[src/rtl/pcmcia_spi_bridge.sv]
`timescale 1ns/1ps
// pcmcia_spi_bridge
// Bridges PC Card I/O-space register accesses onto an 8-bit SPI mode-0 master.
//
// Ports:
//   clk_26  - system clock (26 MHz)
//   RESETB  - asynchronous active-low reset
//   A       - register select (0 DATA, 1 STATUS, 2 CTRL, 3 DIV)
//   D_in    - host write data
//   CE1     - card enable, active low
//   IOWR    - I/O write strobe, active low, asynchronous to clk_26
//   IORD    - I/O read strobe, active low, asynchronous to clk_26
//   D_out   - read data, 0 when the card is not driving
//   DDIR    - 1 while the card drives the data bus
//   INPACK  - input acknowledge, active low
//   SS      - SPI slave select, active low, software controlled (CTRL.ss_en)
//   SCLK    - SPI clock, idles low
//   MOSI    - SPI data out, MSB first
//   MISO    - SPI data in, sampled on the SCLK rising edge
//   INT     - interrupt request, rx_valid & CTRL.ien
module pcmcia_spi_bridge #(
  parameter logic [7:0] DIV_RESET = 8'd12
) (
  input  logic       clk_26,
  input  logic       RESETB,
  input  logic [1:0] A,
  input  logic [7:0] D_in,
  input  logic       CE1,
  input  logic       IOWR,
  input  logic       IORD,
  output logic [7:0] D_out,
  output logic       DDIR,
  output logic       INPACK,
  output logic       SS,
  output logic       SCLK,
  output logic       MOSI,
  input  logic       MISO,
  output logic       INT
);

  typedef enum logic [1:0] {
    ST_IDLE = 2'd0,
    ST_LOW  = 2'd1,
    ST_HIGH = 2'd2,
    ST_DONE = 2'd3
  } state_t;

  // Strobe synchronizers: stage 3 only serves the edge detector.
  logic       iowr_s1_q, iowr_s2_q, iowr_s3_q;
  logic       rd0_s1_q, rd0_s2_q, rd0_s3_q;
  logic [1:0] wr_addr_q;
  logic [7:0] wr_data_q;

  // Architectural and SPI state.
  state_t     state_q, state_d;
  logic [1:0] ctrl_q, ctrl_d;
  logic [7:0] div_q, div_d;
  logic [7:0] rx_q, rx_d;
  logic       rx_valid_q, rx_valid_d;
  logic       overrun_q, overrun_d;
  logic [7:0] hcnt_q, hcnt_d;
  logic [2:0] bit_cnt_q, bit_cnt_d;
  logic [7:0] shift_q, shift_d;
  logic       miso_q, miso_d;
  logic       sclk_q, sclk_d;
  logic       mosi_q, mosi_d;

  logic       iowr_gated_s;
  logic       rd0_sel_s;
  logic       iowr_rise_s;
  logic       rd0_end_s;
  logic       busy_s;
  logic [7:0] status_s;

  // A write only counts while the card is enabled.
  assign iowr_gated_s = IOWR | CE1;
  // Active-high "DATA register is being read"; its falling edge clears rx_valid.
  assign rd0_sel_s    = ~IORD & ~CE1 & (A == 2'd0);

  assign iowr_rise_s  = iowr_s2_q & ~iowr_s3_q;
  assign rd0_end_s    = ~rd0_s2_q & rd0_s3_q;
  assign busy_s       = (state_q != ST_IDLE);
  assign status_s     = {5'd0, overrun_q, rx_valid_q, busy_s};

  // Strobe synchronizers and write address/data capture.
  always_ff @(posedge clk_26 or negedge RESETB) begin
    if (!RESETB) begin
      iowr_s1_q <= 1'b1;
      iowr_s2_q <= 1'b1;
      iowr_s3_q <= 1'b1;
      rd0_s1_q  <= 1'b0;
      rd0_s2_q  <= 1'b0;
      rd0_s3_q  <= 1'b0;
      wr_addr_q <= 2'd0;
      wr_data_q <= 8'd0;
    end else begin
      iowr_s1_q <= iowr_gated_s;
      iowr_s2_q <= iowr_s1_q;
      iowr_s3_q <= iowr_s2_q;
      rd0_s1_q  <= rd0_sel_s;
      rd0_s2_q  <= rd0_s1_q;
      rd0_s3_q  <= rd0_s2_q;
      // Keep sampling while the synchronized strobe is low so the last
      // sample before the rising edge is the one committed.
      if (!iowr_s2_q) begin
        wr_addr_q <= A;
        wr_data_q <= D_in;
      end
    end
  end

  // State register for the register file and SPI engine.
  always_ff @(posedge clk_26 or negedge RESETB) begin
    if (!RESETB) begin
      state_q    <= ST_IDLE;
      ctrl_q     <= 2'd0;
      div_q      <= DIV_RESET;
      rx_q       <= 8'd0;
      rx_valid_q <= 1'b0;
      overrun_q  <= 1'b0;
      hcnt_q     <= 8'd0;
      bit_cnt_q  <= 3'd0;
      shift_q    <= 8'd0;
      miso_q     <= 1'b0;
      sclk_q     <= 1'b0;
      mosi_q     <= 1'b0;
    end else begin
      state_q    <= state_d;
      ctrl_q     <= ctrl_d;
      div_q      <= div_d;
      rx_q       <= rx_d;
      rx_valid_q <= rx_valid_d;
      overrun_q  <= overrun_d;
      hcnt_q     <= hcnt_d;
      bit_cnt_q  <= bit_cnt_d;
      shift_q    <= shift_d;
      miso_q     <= miso_d;
      sclk_q     <= sclk_d;
      mosi_q     <= mosi_d;
    end
  end

  // Register writes, flag updates and SPI next-state logic.
  always_comb begin
    state_d    = state_q;
    ctrl_d     = ctrl_q;
    div_d      = div_q;
    rx_d       = rx_q;
    rx_valid_d = rx_valid_q;
    overrun_d  = overrun_q;
    hcnt_d     = hcnt_q;
    bit_cnt_d  = bit_cnt_q;
    shift_d    = shift_q;
    miso_d     = miso_q;
    sclk_d     = sclk_q;
    mosi_d     = mosi_q;

    if (iowr_rise_s) begin
      case (wr_addr_q)
        2'd0: begin
          // DATA while busy (DONE included) is dropped and flagged.
          if (busy_s) begin
            overrun_d = 1'b1;
          end else begin
            overrun_d = overrun_q;
          end
        end
        2'd1: begin
          if (wr_data_q[2]) begin
            overrun_d = 1'b0;
          end else begin
            overrun_d = overrun_q;
          end
        end
        2'd2:    ctrl_d = wr_data_q[1:0];
        2'd3:    div_d  = wr_data_q;
        default: ctrl_d = ctrl_q;
      endcase
    end else begin
      ctrl_d = ctrl_q;
    end

    if (rd0_end_s) begin
      rx_valid_d = 1'b0;
    end else begin
      rx_valid_d = rx_valid_q;
    end

    case (state_q)
      ST_IDLE: begin
        if (iowr_rise_s && (wr_addr_q == 2'd0)) begin
          shift_d   = wr_data_q;
          mosi_d    = wr_data_q[7];
          bit_cnt_d = 3'd0;
          hcnt_d    = div_q;
          state_d   = ST_LOW;
        end else begin
          state_d   = ST_IDLE;
        end
      end
      ST_LOW: begin
        if (hcnt_q == 8'd0) begin
          sclk_d  = 1'b1;
          // Held aside so MOSI keeps the current bit until the falling edge.
          miso_d  = MISO;
          hcnt_d  = div_q;
          state_d = ST_HIGH;
        end else begin
          hcnt_d  = hcnt_q - 8'd1;
        end
      end
      ST_HIGH: begin
        if (hcnt_q == 8'd0) begin
          sclk_d  = 1'b0;
          shift_d = {shift_q[6:0], miso_q};
          hcnt_d  = div_q;
          if (bit_cnt_q == 3'd7) begin
            state_d = ST_DONE;
          end else begin
            bit_cnt_d = bit_cnt_q + 3'd1;
            mosi_d    = shift_q[6];
            state_d   = ST_LOW;
          end
        end else begin
          hcnt_d  = hcnt_q - 8'd1;
        end
      end
      ST_DONE: begin
        // Placed after the read-clear so a coincident clear loses.
        rx_d       = shift_q;
        rx_valid_d = 1'b1;
        state_d    = ST_IDLE;
      end
      default: state_d = ST_IDLE;
    endcase
  end

  // Read path: combinational from the raw bus pins.
  always_comb begin
    D_out  = 8'd0;
    DDIR   = 1'b0;
    INPACK = 1'b1;
    if (!CE1 && !IORD) begin
      DDIR   = 1'b1;
      INPACK = 1'b0;
      case (A)
        2'd0:    D_out = rx_q;
        2'd1:    D_out = status_s;
        2'd2:    D_out = {6'd0, ctrl_q};
        2'd3:    D_out = div_q;
        default: D_out = 8'd0;
      endcase
    end else begin
      D_out = 8'd0;
    end
  end

  assign SS   = ~ctrl_q[0];
  assign SCLK = sclk_q;
  assign MOSI = mosi_q;
  assign INT  = rx_valid_q & ctrl_q[1];

endmodule

[config.mk]
export PLATFORM = sky130hd
export DESIGN_NAME = pcmcia_spi_bridge
export DESIGN_NICKNAME = d
export VERILOG_FILES = /design/src/rtl/pcmcia_spi_bridge.sv
export SDC_FILE = /design/constraint.sdc
export NUM_CORES = 1
export LEC_CHECK = 0
export ABC_AREA = 1
export CAP_MARGIN = 0
export CORE_UTILIZATION = 45
export DETAILED_ROUTE_END_ITERATION = 10
export PLACE_DENSITY = 0.65
export SKIP_CTS_REPAIR_TIMING = 1
export SLEW_MARGIN = 20
export SYNTH_ARGS = -nofsm -noshare
export SYNTH_HDL_FRONTEND = slang
export SYNTH_SLANG_ARGS = --single-unit
[constraint.sdc]
create_clock -name clk_26 -period 2.31 [get_ports clk_26]
set_input_delay 0.231 -clock clk_26 [delete_from_list [all_inputs] [get_ports clk_26]]
set_output_delay 0.231 -clock clk_26 [all_outputs]
set_load 0.01 [all_outputs]
Yosys cells after proc, flatten, opt, wreduce, memory -nomap -nowiden:

Index checks and enable logic that the tools add are counted.

* reduce and logical (&&, ||, !) cells: 24
* multipliers: 0
* magnitude comparators: 0
* divide/modulo/power cells: 0
* shift operators: 0
* equal/unequal tests: 16
* mux-type cells: 31
* $add $sub $neg: 2
* bitwise gates (word level): 11

Operators by type and width (count)
* $mux W8: 5
* $pmux W8 S2: 2
* $pmux W8 S4: 1
* $eq A2 B2 Y1 const B: 6
* $mux W1: 12
* $ne A2 B2 Y1 const B: 6
* $reduce_bool A2 Y1: 6
* $reduce_and A2 Y1: 5
* $mux W3: 3
* $logic_not A8 Y1: 1
* $pmux W2 S4: 1
* $reduce_and A4 Y1: 2
* $sub A8 B1 Y8 const B: 1
* $eq A2 B1 Y1 const B: 3
* $logic_not A2 Y1: 3
* $mux W2: 3
* $pmux W1 S2: 3
* $pmux W3 S2: 1
* $reduce_and A3 Y1: 2
* $and A1 B1 Y1: 5
* $not A1 Y1: 5
* $add A3 B1 Y3 const B: 1
* $eq A3 B3 Y1 const B: 1
* $logic_and A1 B1 Y1: 2
* other kinds (3): 4

* bits in latches: 0
* ROM bits: 0
* input bits: 16
* memories kept: 0
* memory bits (writable): 0
* output and inout bits: 14
* register bits: 60

Logic depth before layout (Yosys ltp):

* depth in word-level cells: 5
* mapped depth: 10
* mapped depth without buffers: 9

Worst setup path after synthesis:

Ideal clock, no wire load.

* path kind: register -> register
* start: register state_q[0]
* end: register shift_q[6]
* cell stages (with the launch flop): 10
* required time: 2187 ps
* data arrival time: 1460 ps
* slack: 726 ps
* cells stage by stage: dfrtp_1 inv_1 ha_1 buf_4 inv_1 o21ai_4 nand2_4 buf_6 nand2_2 o21ai_2

* longest elaborated chain between the ends: 3
* elaborated cells on any way between the ends: 7

RTL lines
* start: declaration: line 55 `state_t state_q, state_d;`
* start signal: assignment: line 128 `state_q <= state_d;`
* $eq A2 B2 Y1 / $logic_not A2 Y1 (equally long branches): line 189 `case (state_q)`
* $ne A2 B2 Y1 (no line) / $reduce_bool A2 Y1 (equally long branches)
* $reduce_and A3 Y1 (no line)
* end signal: assignment: line 136 `shift_q <= shift_d;`
* end: declaration: line 63 `logic [7:0] shift_q, shift_d;`

Parallel ways exist; a longest one is shown, timed or not.
A chain may end at the register's enable or synchronous reset.

Final worst setup path:

* start: input port CE1
* end: output port D_out[7]

* longest elaborated chain between the ends: 3

RTL lines
* start: declaration: line 28 `input logic CE1,`
* $logic_not A1 Y1: line 243 `if (!CE1 && !IORD) begin`
* $logic_and A1 B1 Y1: line 243
* $mux W8: line 243
* end: declaration: line 31 `output logic [7:0] D_out,`

Every way passes these cells.

==> out/results.txt <==
Total power density per cell area: 1140 nW/um2. The time the final worst path needs with I/O delays and setup was 2.25 ns; the highest achievable clock rate was 445 MHz. The floorplan step set the die height to 83.6 um. The type of element launching the critical path was an input port. The flow ran to the end, and the final reports show no timing, DRC or antenna violations.

The combinational fraction of design power is 0.348, and the global placer's final weighted congestion is 0.805. The tools report the effective utilization at floorplan as 0.469. In this run the worst hold path is classified as reg2reg. The tools report the reported max-cap violation count as 0.

Data on the critical path is required at its endpoint by 2.08 ns. The logs give 0.0504 for the met3 demand-to-capacity share in global routing and 0.280 for the global routing usage on met1. The logs give 0.0330 ns for the setup slack after placement and 0 for the detailed-route DRC error count.

The count of nets left with antenna violations once routing finished came out at 0. Setup repair after global routing left no endpoint under its margin. The synthesized instance count was 359.

The clock reaches the later pin of the worst-skew pair after 0.35 ns. The filler cells instantiated in the layout total 585. Clock skew on the completed layout was measured at 0.00765 ns. In this run the worst path has a maximum fanout of 6. Final hold analysis gives a worst-case slack of 0.355 ns. The met2 track utilization from global routing was 0.317; the growth of design area from synthesis to finish was 22.1%. The H-tree generated during clock tree synthesis spans 3 levels. The number of hold-slack violations in the final timing report was 0. After routing the design area is 3650 um2. The first global-routing pass estimated 11.2 mm of wire. Entering global routing, the biggest net connects 29 pins. Share of final-layout standard cells stronger than drive strength 1: 0.138.

In the layout the commonest cells are 118 x sky130_fd_sc_hd__nand2_1, 55 x sky130_fd_sc_hd__dfrtp_1, 49 x sky130_fd_sc_hd__inv_1. During I/O placement, the number of pins put on the boundary was 30. The run gives 2 as the largest buffer count on any clock path. After routing, the total negative slack on setup checks comes to 0 ns.

The switching part of the total works out to 0.371. Yosys printed 0 warnings. The fraction of the cycle the final worst path needs is 0.973, and the total length of routed wires is 6.50 mm.

The worst-case IR drop observed on VDD is 829 uV. Counting every net in the synthesized netlist gives 383. The run gives 0.386 as the sequential fraction of design power. Clock tree synthesis inserted a total of 9 buffers.

The number of placement rows came out at 29. The design internal power is 2.62 mW, and the power share of the clock group is 0.266. The count of buffering cells on the critical path with inverters included works out to 3.

The number of antenna violations at the first check in global routing was 0. For the sequential element share of the synthesized area, the log shows 0.504. STA classifies the critical path endpoint as an output port. The DRC violation total after the first TritonRoute iteration is 98. The number of diodes came out at 0. Traced cell by cell, the critical path runs through clkdlybuf4s50_1, or2_2, buf_4, o32ai_1, clkdlybuf4s50_1. TritonCTS built the clock tree.

In the final routed layout, each cell accounts on average for 13.4 um. The number of nets in the final layout was 426. The cell area that synthesis handed to floorplanning was 2990 um2. Summing over every cut layer, the via total after detailed routing is 2423.

The floorplan step defined a die boundary enclosing 6980 um2. For this design, the slowest cell found on the critical path is sky130_fd_sc_hd__clkdlybuf4s50_1. The run gives 0 as the final setup violation count. Overall routing resource usage: 0.209. By startpoint and endpoint, the worst setup path is classified as in2out.

Number of vias per cell after detailed routing: 5.01. The pin slew with the least headroom to its limit was 0.616 ns. The most common library cell in the layout ignoring fill and taps was sky130_fd_sc_hd__nand2_1. Summed over all nets, the switching power comes to 1.55 mW. The region available for standard cell placement spans 6390 um2.

The final critical-path setup slack is 0.0624 ns, and the flip-flop and latch count after synthesis is 60. The dominant cell type by count on the critical path is sky130_fd_sc_hd__clkdlybuf4s50_1. The headroom to the max-slew limit came out at 0.588. After detailed placement, the total cell area comes to 3400 um2. Synthesis instantiated 31 different standard cells from the library.

For the count of final max-slew check failures, the log shows 0. The floorplan step set the die width to 83.6 um. The analysis attributes to cell leakage a power of 1.85 nW. The clock drives 60 sinks. Among cell families on the critical path, the largest total delay comes from buffers and inverters. Buffers placed on the I/O ports in this run total 29. The pre-antenna-repair detailed-routing pass consisted of 4 iterations. The mean post-synth cell area works out to 8.34 um2. Most used routing layer in global routing: met2. After clock tree synthesis, the clock-pin slew on the worst setup and hold paths is 0.06 ns.

Data arrives at the worst endpoint at 2.02 ns. Detailed placement ended at an HPWL of 4.84 mm. Number of global-route vias before repair: 2388.

The design draws 4.17 mW. The clock root buffer was sky130_fd_sc_hd__clkbuf_8. For this run, the slowest stage of the critical path takes 0.59 ns.

After global routing the overflow that remains totals 0.
[sequential cells by signal (all words and copies together), names as in the netlist, 2 cells and up]
register / flops
bit_cnt_q: 3
ctrl_q: 2
div_q: 8
hcnt_q: 8
rx_q: 8
shift_q: 8
state_q: 2
wr_addr_q: 2
wr_data_q: 8
[power groups by stage]
stage	registers (mW)	logic [mW]	clock network, mW
after floorplan	1.56	1.08	0
after global placement	1.62	1.42	0
after detailed placement	1.62	1.45	0
after CTS	1.61	1.46	1.12
after global routing	1.65	1.68	1.17
final	1.61	1.45	1.11
[Yosys cell counts]
library cell / instances / share of area
sky130_fd_sc_hd__buf_4: 1 / 0.0025
sky130_fd_sc_hd__dfstp_2: 5 / 0.044
sky130_fd_sc_hd__ha_1: 8 / 0.033
sky130_fd_sc_hd__inv_2: 2 / 0.0025
sky130_fd_sc_hd__nand4_1: 6 / 0.013
sky130_fd_sc_hd__o21ai_2: 9 / 0.026
sky130_fd_sc_hd__nand4_4: 1 / 0.0071
sky130_fd_sc_hd__o22ai_1: 1 / 0.0021
sky130_fd_sc_hd__nor2_1: 11 / 0.014
sky130_fd_sc_hd__a21oi_1: 1 / 0.0017
sky130_fd_sc_hd__clkbuf_1: 4 / 0.0050
sky130_fd_sc_hd__nand3_1: 19 / 0.032
sky130_fd_sc_hd__dfrtp_1: 55 / 0.46
sky130_fd_sc_hd__xnor2_1: 1 / 0.0029
sky130_fd_sc_hd__nand2_1: 118 / 0.15
sky130_fd_sc_hd__nand2_2: 3 / 0.0063
sky130_fd_sc_hd__o2111ai_1: 1 / 0.0029
sky130_fd_sc_hd__buf_2: 1 / 0.0017
sky130_fd_sc_hd__inv_1: 49 / 0.061
sky130_fd_sc_hd__nor2_2: 3 / 0.0063
sky130_fd_sc_hd__buf_6: 1 / 0.0038
sky130_fd_sc_hd__a41oi_1: 2 / 0.0059
sky130_fd_sc_hd__o21ai_0: 42 / 0.070
sky130_fd_sc_hd__o32ai_1: 5 / 0.015
sky130_fd_sc_hd__o21ai_4: 1 / 0.0054
sky130_fd_sc_hd__nor2_8: 1 / 0.0067
sky130_fd_sc_hd__or2_2: 3 / 0.0063
sky130_fd_sc_hd__xor2_1: 1 / 0.0029
sky130_fd_sc_hd__nand3b_1: 1 / 0.0025
sky130_fd_sc_hd__nand2_4: 2 / 0.0075
sky130_fd_sc_hd__o211ai_1: 1 / 0.0025
[metal layers]
| metal | vias to the layer above | part of all wire |
|---|---|---|
| met1 | 1128 | 0.49 |
| li1 | 1237 | - |
| met5 | - | 0 |
| met4 | 0 | 0.026 |
| met3 | 16 | 0.034 |
| met2 | 42 | 0.45 |
[through the flow]
step | cells | util
3_5_place_dp | 467 | 0.533
6_report | 484 | 0.572
3_3_place_gp | 467 | 0.533
5_1_grt | 484 | 0.572
2_1_floorplan | 359 | -
4_1_cts | 483 | 0.570
[worst paths after layout]
path                       startpoint         end  cells past startpoint  slack [ns]
setup / recovery                  CE1    D_out[7]                      5        0.06
hold / removal              iowr_s1_q   iowr_s2_q                      0        0.36
setup reg to reg            iowr_s2_q    div_q[7]                      5        0.50
hold reg to reg             iowr_s1_q   iowr_s2_q                      0        0.36
max in group asynchronous      RESETB    div_q[3]                      3        1.16
min in group asynchronous      RESETB  state_q[1]                      2        0.44
[layout make-up]
cell class	instances	area (um2)	share of cell area
tap	77	96.3	0.0264
sequential	60	1510	0.413
clock buffer	12	165	0.0452
clock inverter	4	70.1	0.0192
timing repair buffer	39	368	0.101
inverter	51	191	0.0524
multi-input combinational	241	1260	0.344
[cell families (layout without fill, tap and decap cells)]
| group | after synthesis | in the layout | synth area share |
|---|---|---|---|
| compound gates | 63 | 63 | 0.132 |
| xor+xnor | 2 | 2 | 0.00585 |
| fa+ha+maj | 8 | 8 | 0.0334 |
| buf+inv | 58 | 106 | 0.0769 |
| flops | 60 | 60 | 0.504 |
| simple gates | 168 | 168 | 0.249 |
No activity file was read; power rests on OpenSTA's default activity.
